`src/rtl/memsys_pkg.sv`:
```
// ----------------------------------------------------------------------------
// memsys_pkg
// Shared widths and the write-buffer entry type for the cache/RAM memory
// subsystem.
//   ADDR_W        : RAM address width (64-byte RAM)
//   DATA_W        : RAM data width
//   wbuf_entry_t  : one posted-write slot {valid, adr, data}
// ----------------------------------------------------------------------------
package memsys_pkg;

    localparam int ADDR_W = 6;
    localparam int DATA_W = 8;

    typedef struct packed {
        logic              valid;
        logic [ADDR_W-1:0] adr;
        logic [DATA_W-1:0] data;
    } wbuf_entry_t;

endpackage

```
`src/rtl/wbuf_fifo.sv`:
```
// ----------------------------------------------------------------------------
// wbuf_fifo
// Circular storage for posted writes: head/tail pointers, occupancy count,
// per-entry valid bits and address comparators for the write and read ports.
// Ports:
//   i_clk, i_rst_n       clock, asynchronous active-low reset
//   i_push               allocate a new entry at the tail
//   i_push_adr/_data     address/data of the pushed write (also the
//                        address compared for in-place updates)
//   i_pop                retire the head entry
//   i_upd, i_upd_idx     overwrite the data of an existing entry in place
//   i_upd_data           replacement data
//   i_rd_adr             read address for the forwarding lookup
//   o_count              number of valid entries (0..DEPTH)
//   o_head_adr/_data     contents of the head entry
//   o_wr_match           per-entry hit vector for i_push_adr, head excluded
//   o_rd_hit, o_rd_data  youngest valid entry matching i_rd_adr
// ----------------------------------------------------------------------------
module wbuf_fifo
    import memsys_pkg::*;
#(
    parameter int DEPTH = 4
) (
    input  logic                       i_clk,
    input  logic                       i_rst_n,
    input  logic                       i_push,
    input  logic [ADDR_W-1:0]          i_push_adr,
    input  logic [DATA_W-1:0]          i_push_data,
    input  logic                       i_pop,
    input  logic                       i_upd,
    input  logic [$clog2(DEPTH)-1:0]   i_upd_idx,
    input  logic [DATA_W-1:0]          i_upd_data,
    input  logic [ADDR_W-1:0]          i_rd_adr,
    output logic [$clog2(DEPTH):0]     o_count,
    output logic [ADDR_W-1:0]          o_head_adr,
    output logic [DATA_W-1:0]          o_head_data,
    output logic [DEPTH-1:0]           o_wr_match,
    output logic                       o_rd_hit,
    output logic [DATA_W-1:0]          o_rd_data
);

    localparam int PTR_W = $clog2(DEPTH);
    localparam int CNT_W = PTR_W + 1;

    wbuf_entry_t      r_mem [DEPTH];
    logic [PTR_W-1:0] r_head;
    logic [PTR_W-1:0] r_tail;
    logic [CNT_W-1:0] r_count;
    logic [PTR_W-1:0] w_idx;

    // DEPTH is a power of two, so the pointers wrap by plain overflow.
    always_ff @(posedge i_clk or negedge i_rst_n) begin
        if (!i_rst_n) begin
            r_head  <= '0;
            r_tail  <= '0;
            r_count <= '0;
            for (int i = 0; i < DEPTH; i++) begin
                r_mem[i] <= '0;
            end
        end else begin
            if (i_upd) begin
                r_mem[i_upd_idx].data <= i_upd_data;
            end
            if (i_pop) begin
                r_mem[r_head].valid <= 1'b0;
                r_head              <= r_head + PTR_W'(1);
            end
            // A push never lands on the head being popped: pushes are only
            // allocated when the buffer is not full, so tail != head unless
            // the buffer is empty, in which case nothing is popped.
            if (i_push) begin
                r_mem[r_tail] <= '{valid: 1'b1, adr: i_push_adr, data: i_push_data};
                r_tail        <= r_tail + PTR_W'(1);
            end
            r_count <= r_count + CNT_W'(i_push) - CNT_W'(i_pop);
        end
    end

    assign o_count     = r_count;
    assign o_head_adr  = r_mem[r_head].adr;
    assign o_head_data = r_mem[r_head].data;

    // The head is always leaving on this edge whenever it is valid, so it is
    // never a candidate for an in-place update.
    always_comb begin
        o_wr_match = '0;
        for (int i = 0; i < DEPTH; i++) begin
            o_wr_match[i] = r_mem[i].valid && (r_mem[i].adr == i_push_adr)
                            && (PTR_W'(i) != r_head);
        end
    end

    // Walk from the oldest slot (tail-DEPTH) to the youngest (tail-1); the
    // last hit found is therefore the youngest matching entry.
    always_comb begin
        o_rd_hit  = 1'b0;
        o_rd_data = '0;
        w_idx     = '0;
        for (int k = DEPTH; k >= 1; k--) begin
            w_idx = r_tail - PTR_W'(k);
            if (r_mem[w_idx].valid && (r_mem[w_idx].adr == i_rd_adr)) begin
                o_rd_hit  = 1'b1;
                o_rd_data = r_mem[w_idx].data;
            end
        end
    end

endmodule

```
`src/rtl/cache_write_buffer.sv`:
```
// ----------------------------------------------------------------------------
// cache_write_buffer
// Posted-write buffer between the cache and the RAM. Cache write-backs are
// absorbed into a FIFO and drained to the RAM write port one per cycle through
// a registered strobe. Cache reads pass through to the RAM, but a read that
// hits a pending write returns the buffered data (newest first).
// Build option:
//   WBUF_COALESCE_EN  when defined, a push that matches a queued entry (other
//                     than the head being drained) overwrites it in place,
//                     even while the buffer is full.
// Ports:
//   clk, reset                  clock, asynchronous active-low reset
//   wr_req_en/_adr/_data        cache write request
//   wr_full                     buffer full, allocating pushes are dropped
//   buf_empty                   nothing queued and no strobe in flight
//   rd_req_en/_adr              cache read request (combinational lookup)
//   rd_data, rd_fwd             read result and "came from buffer" flag
//   mem_write_enable/_adr/_data registered RAM write port
//   mem_read_enable/_adr        RAM read port (pass-through)
//   mem_read_data               RAM combinational read data
//   dbg_state                   FSM state (0 = IDLE, 1 = DRAIN)
// Handshake: a write is taken on the rising edge when wr_req_en is high and
// it either coalesces or wr_full is low; there is no back-pressure toward the
// RAM, so every queued entry leaves one per cycle.
// ----------------------------------------------------------------------------
module cache_write_buffer
    import memsys_pkg::*;
#(
    parameter int DEPTH = 4
) (
    input  logic              clk,
    input  logic              reset,
    input  logic              wr_req_en,
    input  logic [ADDR_W-1:0] wr_req_adr,
    input  logic [DATA_W-1:0] wr_req_data,
    output logic              wr_full,
    output logic              buf_empty,
    input  logic              rd_req_en,
    input  logic [ADDR_W-1:0] rd_req_adr,
    output logic [DATA_W-1:0] rd_data,
    output logic              rd_fwd,
    output logic              mem_write_enable,
    output logic [ADDR_W-1:0] mem_write_adr,
    output logic [DATA_W-1:0] mem_write_data,
    output logic              mem_read_enable,
    output logic [ADDR_W-1:0] mem_read_adr,
    input  logic [DATA_W-1:0] mem_read_data,
    output logic [0:0]        dbg_state
);

    localparam int PTR_W = $clog2(DEPTH);
    localparam int CNT_W = PTR_W + 1;

    localparam logic [0:0] ST_IDLE  = 1'b0;
    localparam logic [0:0] ST_DRAIN = 1'b1;

`ifdef WBUF_COALESCE_EN
    localparam bit COALESCE_EN = 1'b1;
`else
    localparam bit COALESCE_EN = 1'b0;
`endif

    logic [CNT_W-1:0]  w_count;
    logic [ADDR_W-1:0] w_head_adr;
    logic [DATA_W-1:0] w_head_data;
    logic [DEPTH-1:0]  w_wr_match;
    logic              w_fifo_hit;
    logic [DATA_W-1:0] w_fifo_data;
    logic              w_pop;
    logic              w_coal;
    logic              w_alloc;
    logic              w_accept;
    logic [PTR_W-1:0]  w_coal_idx;
    logic [0:0]        w_state_nxt;

    logic [0:0]        r_state;
    logic              r_mem_we;
    logic [ADDR_W-1:0] r_mem_adr;
    logic [DATA_W-1:0] r_mem_data;

    // ------------------------------------------------------------------
    // Accept / allocate / coalesce decisions (all from registered state)
    // ------------------------------------------------------------------
    assign w_pop    = (w_count != '0);
    assign wr_full  = (w_count == CNT_W'(DEPTH));
    assign w_coal   = COALESCE_EN && wr_req_en && (|w_wr_match);
    // A full buffer drops an allocating push even if the head leaves on the
    // same edge.
    assign w_alloc  = wr_req_en && !w_coal && !wr_full;
    assign w_accept = w_coal || w_alloc;

    // With coalescing at most one entry per address exists, so any set bit
    // of the match vector identifies the entry to update.
    always_comb begin
        w_coal_idx = '0;
        for (int i = 0; i < DEPTH; i++) begin
            if (w_wr_match[i]) begin
                w_coal_idx = PTR_W'(i);
            end
        end
    end

    wbuf_fifo #(
        .DEPTH (DEPTH)
    ) u_fifo (
        .i_clk       (clk),
        .i_rst_n     (reset),
        .i_push      (w_alloc),
        .i_push_adr  (wr_req_adr),
        .i_push_data (wr_req_data),
        .i_pop       (w_pop),
        .i_upd       (w_coal),
        .i_upd_idx   (w_coal_idx),
        .i_upd_data  (wr_req_data),
        .i_rd_adr    (rd_req_adr),
        .o_count     (w_count),
        .o_head_adr  (w_head_adr),
        .o_head_data (w_head_data),
        .o_wr_match  (w_wr_match),
        .o_rd_hit    (w_fifo_hit),
        .o_rd_data   (w_fifo_data)
    );

    // ------------------------------------------------------------------
    // RAM write strobe register: the head moves here on every edge where
    // the FIFO is non-empty; address/data hold when nothing is popped.
    // ------------------------------------------------------------------
    always_ff @(posedge clk or negedge reset) begin
        if (!reset) begin
            r_mem_we   <= 1'b0;
            r_mem_adr  <= '0;
            r_mem_data <= '0;
        end else if (w_pop) begin
            r_mem_we   <= 1'b1;
            r_mem_adr  <= w_head_adr;
            r_mem_data <= w_head_data;
        end else begin
            r_mem_we   <= 1'b0;
        end
    end

    assign mem_write_enable = r_mem_we;
    assign mem_write_adr    = r_mem_adr;
    assign mem_write_data   = r_mem_data;
    assign mem_read_enable  = rd_req_en;
    assign mem_read_adr     = rd_req_adr;

    // ------------------------------------------------------------------
    // FSM: IDLE means nothing queued and no strobe in flight.
    // In DRAIN, an empty FIFO with no incoming write means no pop happens on
    // this edge, so after it both the FIFO and the strobe are clear.
    // ------------------------------------------------------------------
    always_comb begin
        w_state_nxt = r_state;
        case (r_state)
            ST_IDLE:  if (w_accept)            w_state_nxt = ST_DRAIN;
            ST_DRAIN: if (!w_pop && !w_accept) w_state_nxt = ST_IDLE;
            default:                           w_state_nxt = ST_IDLE;
        endcase
    end

    always_ff @(posedge clk or negedge reset) begin
        if (!reset) begin
            r_state <= ST_IDLE;
        end else begin
            r_state <= w_state_nxt;
        end
    end

    assign buf_empty = (r_state == ST_IDLE);
    assign dbg_state = r_state;

    // ------------------------------------------------------------------
    // Read forwarding, newest data first: the write being taken this cycle,
    // then the youngest queued entry, then the strobe register, then RAM.
    // ------------------------------------------------------------------
    always_comb begin
        rd_data = '0;
        rd_fwd  = 1'b0;
        if (rd_req_en) begin
            if (w_accept && (wr_req_adr == rd_req_adr)) begin
                rd_data = wr_req_data;
                rd_fwd  = 1'b1;
            end else if (w_fifo_hit) begin
                rd_data = w_fifo_data;
                rd_fwd  = 1'b1;
            end else if (r_mem_we && (r_mem_adr == rd_req_adr)) begin
                rd_data = r_mem_data;
                rd_fwd  = 1'b1;
            end else begin
                rd_data = mem_read_data;
            end
        end
    end

endmodule

```
`config.mk`:
```
export PLATFORM = sky130hd
export DESIGN_NAME = cache_write_buffer
export DESIGN_NICKNAME = d
export VERILOG_FILES = /design/src/rtl/memsys_pkg.sv /design/src/rtl/wbuf_fifo.sv /design/src/rtl/cache_write_buffer.sv
export SDC_FILE = /design/constraint.sdc
export NUM_CORES = 1
export LEC_CHECK = 0
export CORE_UTILIZATION = 40
export CTS_BUF_LIST = sky130_fd_sc_hd__clkbuf_16
export DETAILED_ROUTE_END_ITERATION = 10
export MAX_ROUTING_LAYER = met4
export PLACE_DENSITY = 0.69
export SLEW_MARGIN = 10
export SYNTH_ARGS = -nofsm -noshare
export SYNTH_HDL_FRONTEND = slang
export SYNTH_SLANG_ARGS = --single-unit
```
`constraint.sdc`:
```
create_clock -name clk -period 3.3 [get_ports clk]
set_input_delay 0.66 -clock clk [delete_from_list [all_inputs] [get_ports clk]]
set_output_delay 0.66 -clock clk [all_outputs]
set_load 0.005 [all_outputs]
```
==> results.py <==
metrics = {
    "cells_and_area": {
        "fin_area_um2": 7883,
        "drive_gt1_frac": 0.4102,
        "multiInputGateArea_um2": 3791,
        "n_antenna_cell": 0,
        "mostFrequentLayoutCell": "buf_4",
        "regArea_um2": 2078,
        "most-common-layout-cells": "buf_4 (94), dfrtp_1 (82), nand2_1 (78), mux2_2 (65), clkdlybuf4s50_1 (54)",
        "fin_nets": 708,
        "stdcell_count": 852,
        "area_growth_pct": 32.88,
        "fill_cells": 1207,
    },
    "critical_path": {
        "end_kind": "primary output",
        "cp-start-kind": "register",
        "worstPathRequired_ns": 2.64,
        "path_delay_family": "multiplexers",
        "cp.arrival_ns": 3.35,
        "worst-path-buf-inv": 4,
        "crit_top_cell": "buf_4",
        "slowest_stage": "mux4_2",
        "max_stage_delay_ns": 0.50,
        "critical_path_class": "register to primary output",
        "path_cells": "inv_6 > ha_4 > buf_4 > mux2i_2 > nor2_1 > mux4_2 > nand4_1 > or2b_4 > buf_4 > a311oi_2 > o31ai_2 > buf_2",
        "worst-path-max-fanout": 8,
    },
    "clock_tree": {
        "cts-htree-levels": 3,
        "cts_buffer_depth": 2,
        "cts_made_buffers": 9,
        "root_buffer": "clkbuf_16",
        "path_clk_slew_ns": 0.07,
        "clock_latency_ns": 0.35,
        "clkSinkCount": 83,
        "cts_tree": "yes",
    },
    "timing": {
        "drv_slew": 0,
        "final.hold.worst_slack_ns": 0.4917,
        "layout_setup_ws_ns": -0.7145,
        "fin_crit_ns": 4.015,
        "slew_headroom": 0.2802,
        "fmaxAchievable_mhz": 249.1,
        "rsz0062_at_grt": "true",
        "hold_viol": 0,
        "finalSetupViolations": 9,
        "fin_crit_sh": 1.217,
        "skew_ns": 0.005521,
        "fin_tns_setup_ns": -5.929,
        "worst_pin_slew_ns": 1.080,
    },
    "place": {
        "placed_cells": 803,
        "dp_hpwl_mm": 11.85,
        "place_area_um2": 7154,
        "gp_congestion": 0.9666,
        "port_buffers": 65,
    },
    "drt": {
        "num_vias": 4939,
        "top_layer_used": "met4",
        "avgRoutedWirePerCell_um": 20.66,
        "wl_met2_mm": 8.627,
        "routed_wl_mm": 17.60,
        "dr_wl_met3_mm": 1.168,
        "m1WireLength_mm": 7.118,
        "drc": 0,
        "first_pass_iters": 6,
        "final_antenna_net_count": 0,
        "drt_iter0_markers": 378,
        "viasPerCell": 5.797,
    },
    "grt": {
        "grt_pass1_vias": 4975,
        "antenna_found_initial": 0,
        "grt_remaining_overflow": 0,
        "grt_max_degree": 84,
        "grt_pass1_wl_mm": 26.77,
        "grt_usage": 0.2450,
    },
    "floorplanning": {
        "core_area_um2": 14480,
        "die_h_um": 123.8,
        "initial_core_util": 0.4097,
        "dieArea_um2": 15320,
        "die_w_um": 123.8,
        "io_pins": 66,
        "num_rows": 44,
    },
    "status": {
        "violations": "setup timing",
        "status": "complete, but fails checks",
    },
    "synth": {
        "post_synth_num_cell_types": 48,
        "synth-warning-count": 0,
        "seq_area_frac_synth": 0.3501,
        "syn_inst": 527,
        "avgSynthCellArea_um2": 11.26,
        "syn_nets": 571,
        "synth-edff-count": 0,
        "ys_seq_elements": 83,
        "synthFlopType": "dfrtp_1",
        "syn_area_um2": 5932,
        "async_reset_ff_frac": 1.000,
    },
    "power": {
        "vdd_drop_max_v": 0.0005035,
        "p_per_area_nw_per_um2": 1087,
        "power.leakage_nw": 3.365,
    },
    "flow_run": {
        "drv_cap": 0,
    },
    "hold_path": {
        "hp-class": "input port to async pin",
    },
}
Yosys cell counts (4+ instances only):
cell	instances	area share
a21oi_1	8	0.0067
nor2b_1	10	0.011
clkbuf_1	20	0.013
dfrtp_1	83	0.35
nor4_1	5	0.0053
xnor2_1	31	0.046
mux2_2	65	0.12
xor2_1	12	0.018
a311oi_1	5	0.0074
mux2i_1	35	0.059
o21ai_0	12	0.010
mux4_2	41	0.16
nand2_1	79	0.050
buf_1	8	0.0051
buf_4	11	0.014
o31ai_2	5	0.011
o21a_1	4	0.0051
inv_1	10	0.0063
ha_1	11	0.023
nor2_1	21	0.013
buf_2	6	0.0051
a211o_1	5	0.0074
cell type report:
cell class / count / share of cell area
Multi-Input combinational cell: 387 / 0.4810
Sequential cell: 83 / 0.2637
Timing Repair Buffer: 172 / 0.1871
Tap cell: 184 / 0.02921
Clock buffer: 9 / 0.02857
Inverter: 11 / 0.005873
Clock inverter: 6 / 0.004603
final timing paths:
kind / startpoint / to / slack [ns] / cells after the start
worst max register to register: u_fifo.o_count[1] / u_fifo.o_count[2] / 0.83 / 11
worst min-delay path: reset / mem_write_data[2] / 0.49 / 1
min in group clk: mem_write_data[4] / mem_write_data[4] / 0.50 / 2
max in group asynchronous: reset / u_fifo.r_tail[0] / 2.04 / 1
worst max-delay path: u_fifo.r_tail[0] / rd_data[7] / -0.71 / 12
worst min register to register: mem_write_data[4] / mem_write_data[4] / 0.50 / 2
power by group:
group | leakage [nW] | switching (W) | internal [W]
Clock | 0.132 | 0.000428 | 0.000500
Combinational | 2.25 | 0.00233 | 0.00307
Sequential | 0.984 | 0.000674 | 0.00156
Total | 3.37 | 0.00344 | 0.00513
flip-flops by register name, summed over array words and instances (netlist names):
name and count:
u_fifo.r_mem 60, mem_write_data 8, mem_write_adr 6, u_fifo.o_count 3
u_fifo.r_head 2, u_fifo.r_tail 2, dbg_state 1, mem_write_enable 1
timing repair:
item / in CTS / in global routing
hold buffers: 0 / 0
endpoints found under the hold margin: 0 / 0
setup buffers: 21 / 14
setup endpoints to repair: 9 / 9
pin swaps: 22 / 14
cloned: 1 / 0
resized for setup: 70 / 22
metal layers:
metal	global-route usage	vias to the layer above
li1	-	2178
met4	0.1130	0
met5	-	-
met3	0.04533	60
met2	0.3868	228
met1	0.3053	2473
metrics by stage:
stage	setup WS [ns]	util	power [W]
floorplan	-0.09256	-	0.005459
global placement	-0.8981	0.4941	0.006835
detailed placement	-0.9877	0.4941	0.007044
CTS	-0.6758	0.5302	0.008231
global route	-0.7586	0.5444	0.009077
finish	-0.7145	0.5444	0.008566
cell families after synthesis:
logic type	share of synthesized area
buf+inv	0.04556
flops	0.3501
xor+xnor	0.06349
compound gates	0.07551
mux	0.3381
simple gates	0.1006
fa+ha+maj	0.02658
Note: power is estimated with default switching activity, not from simulation.
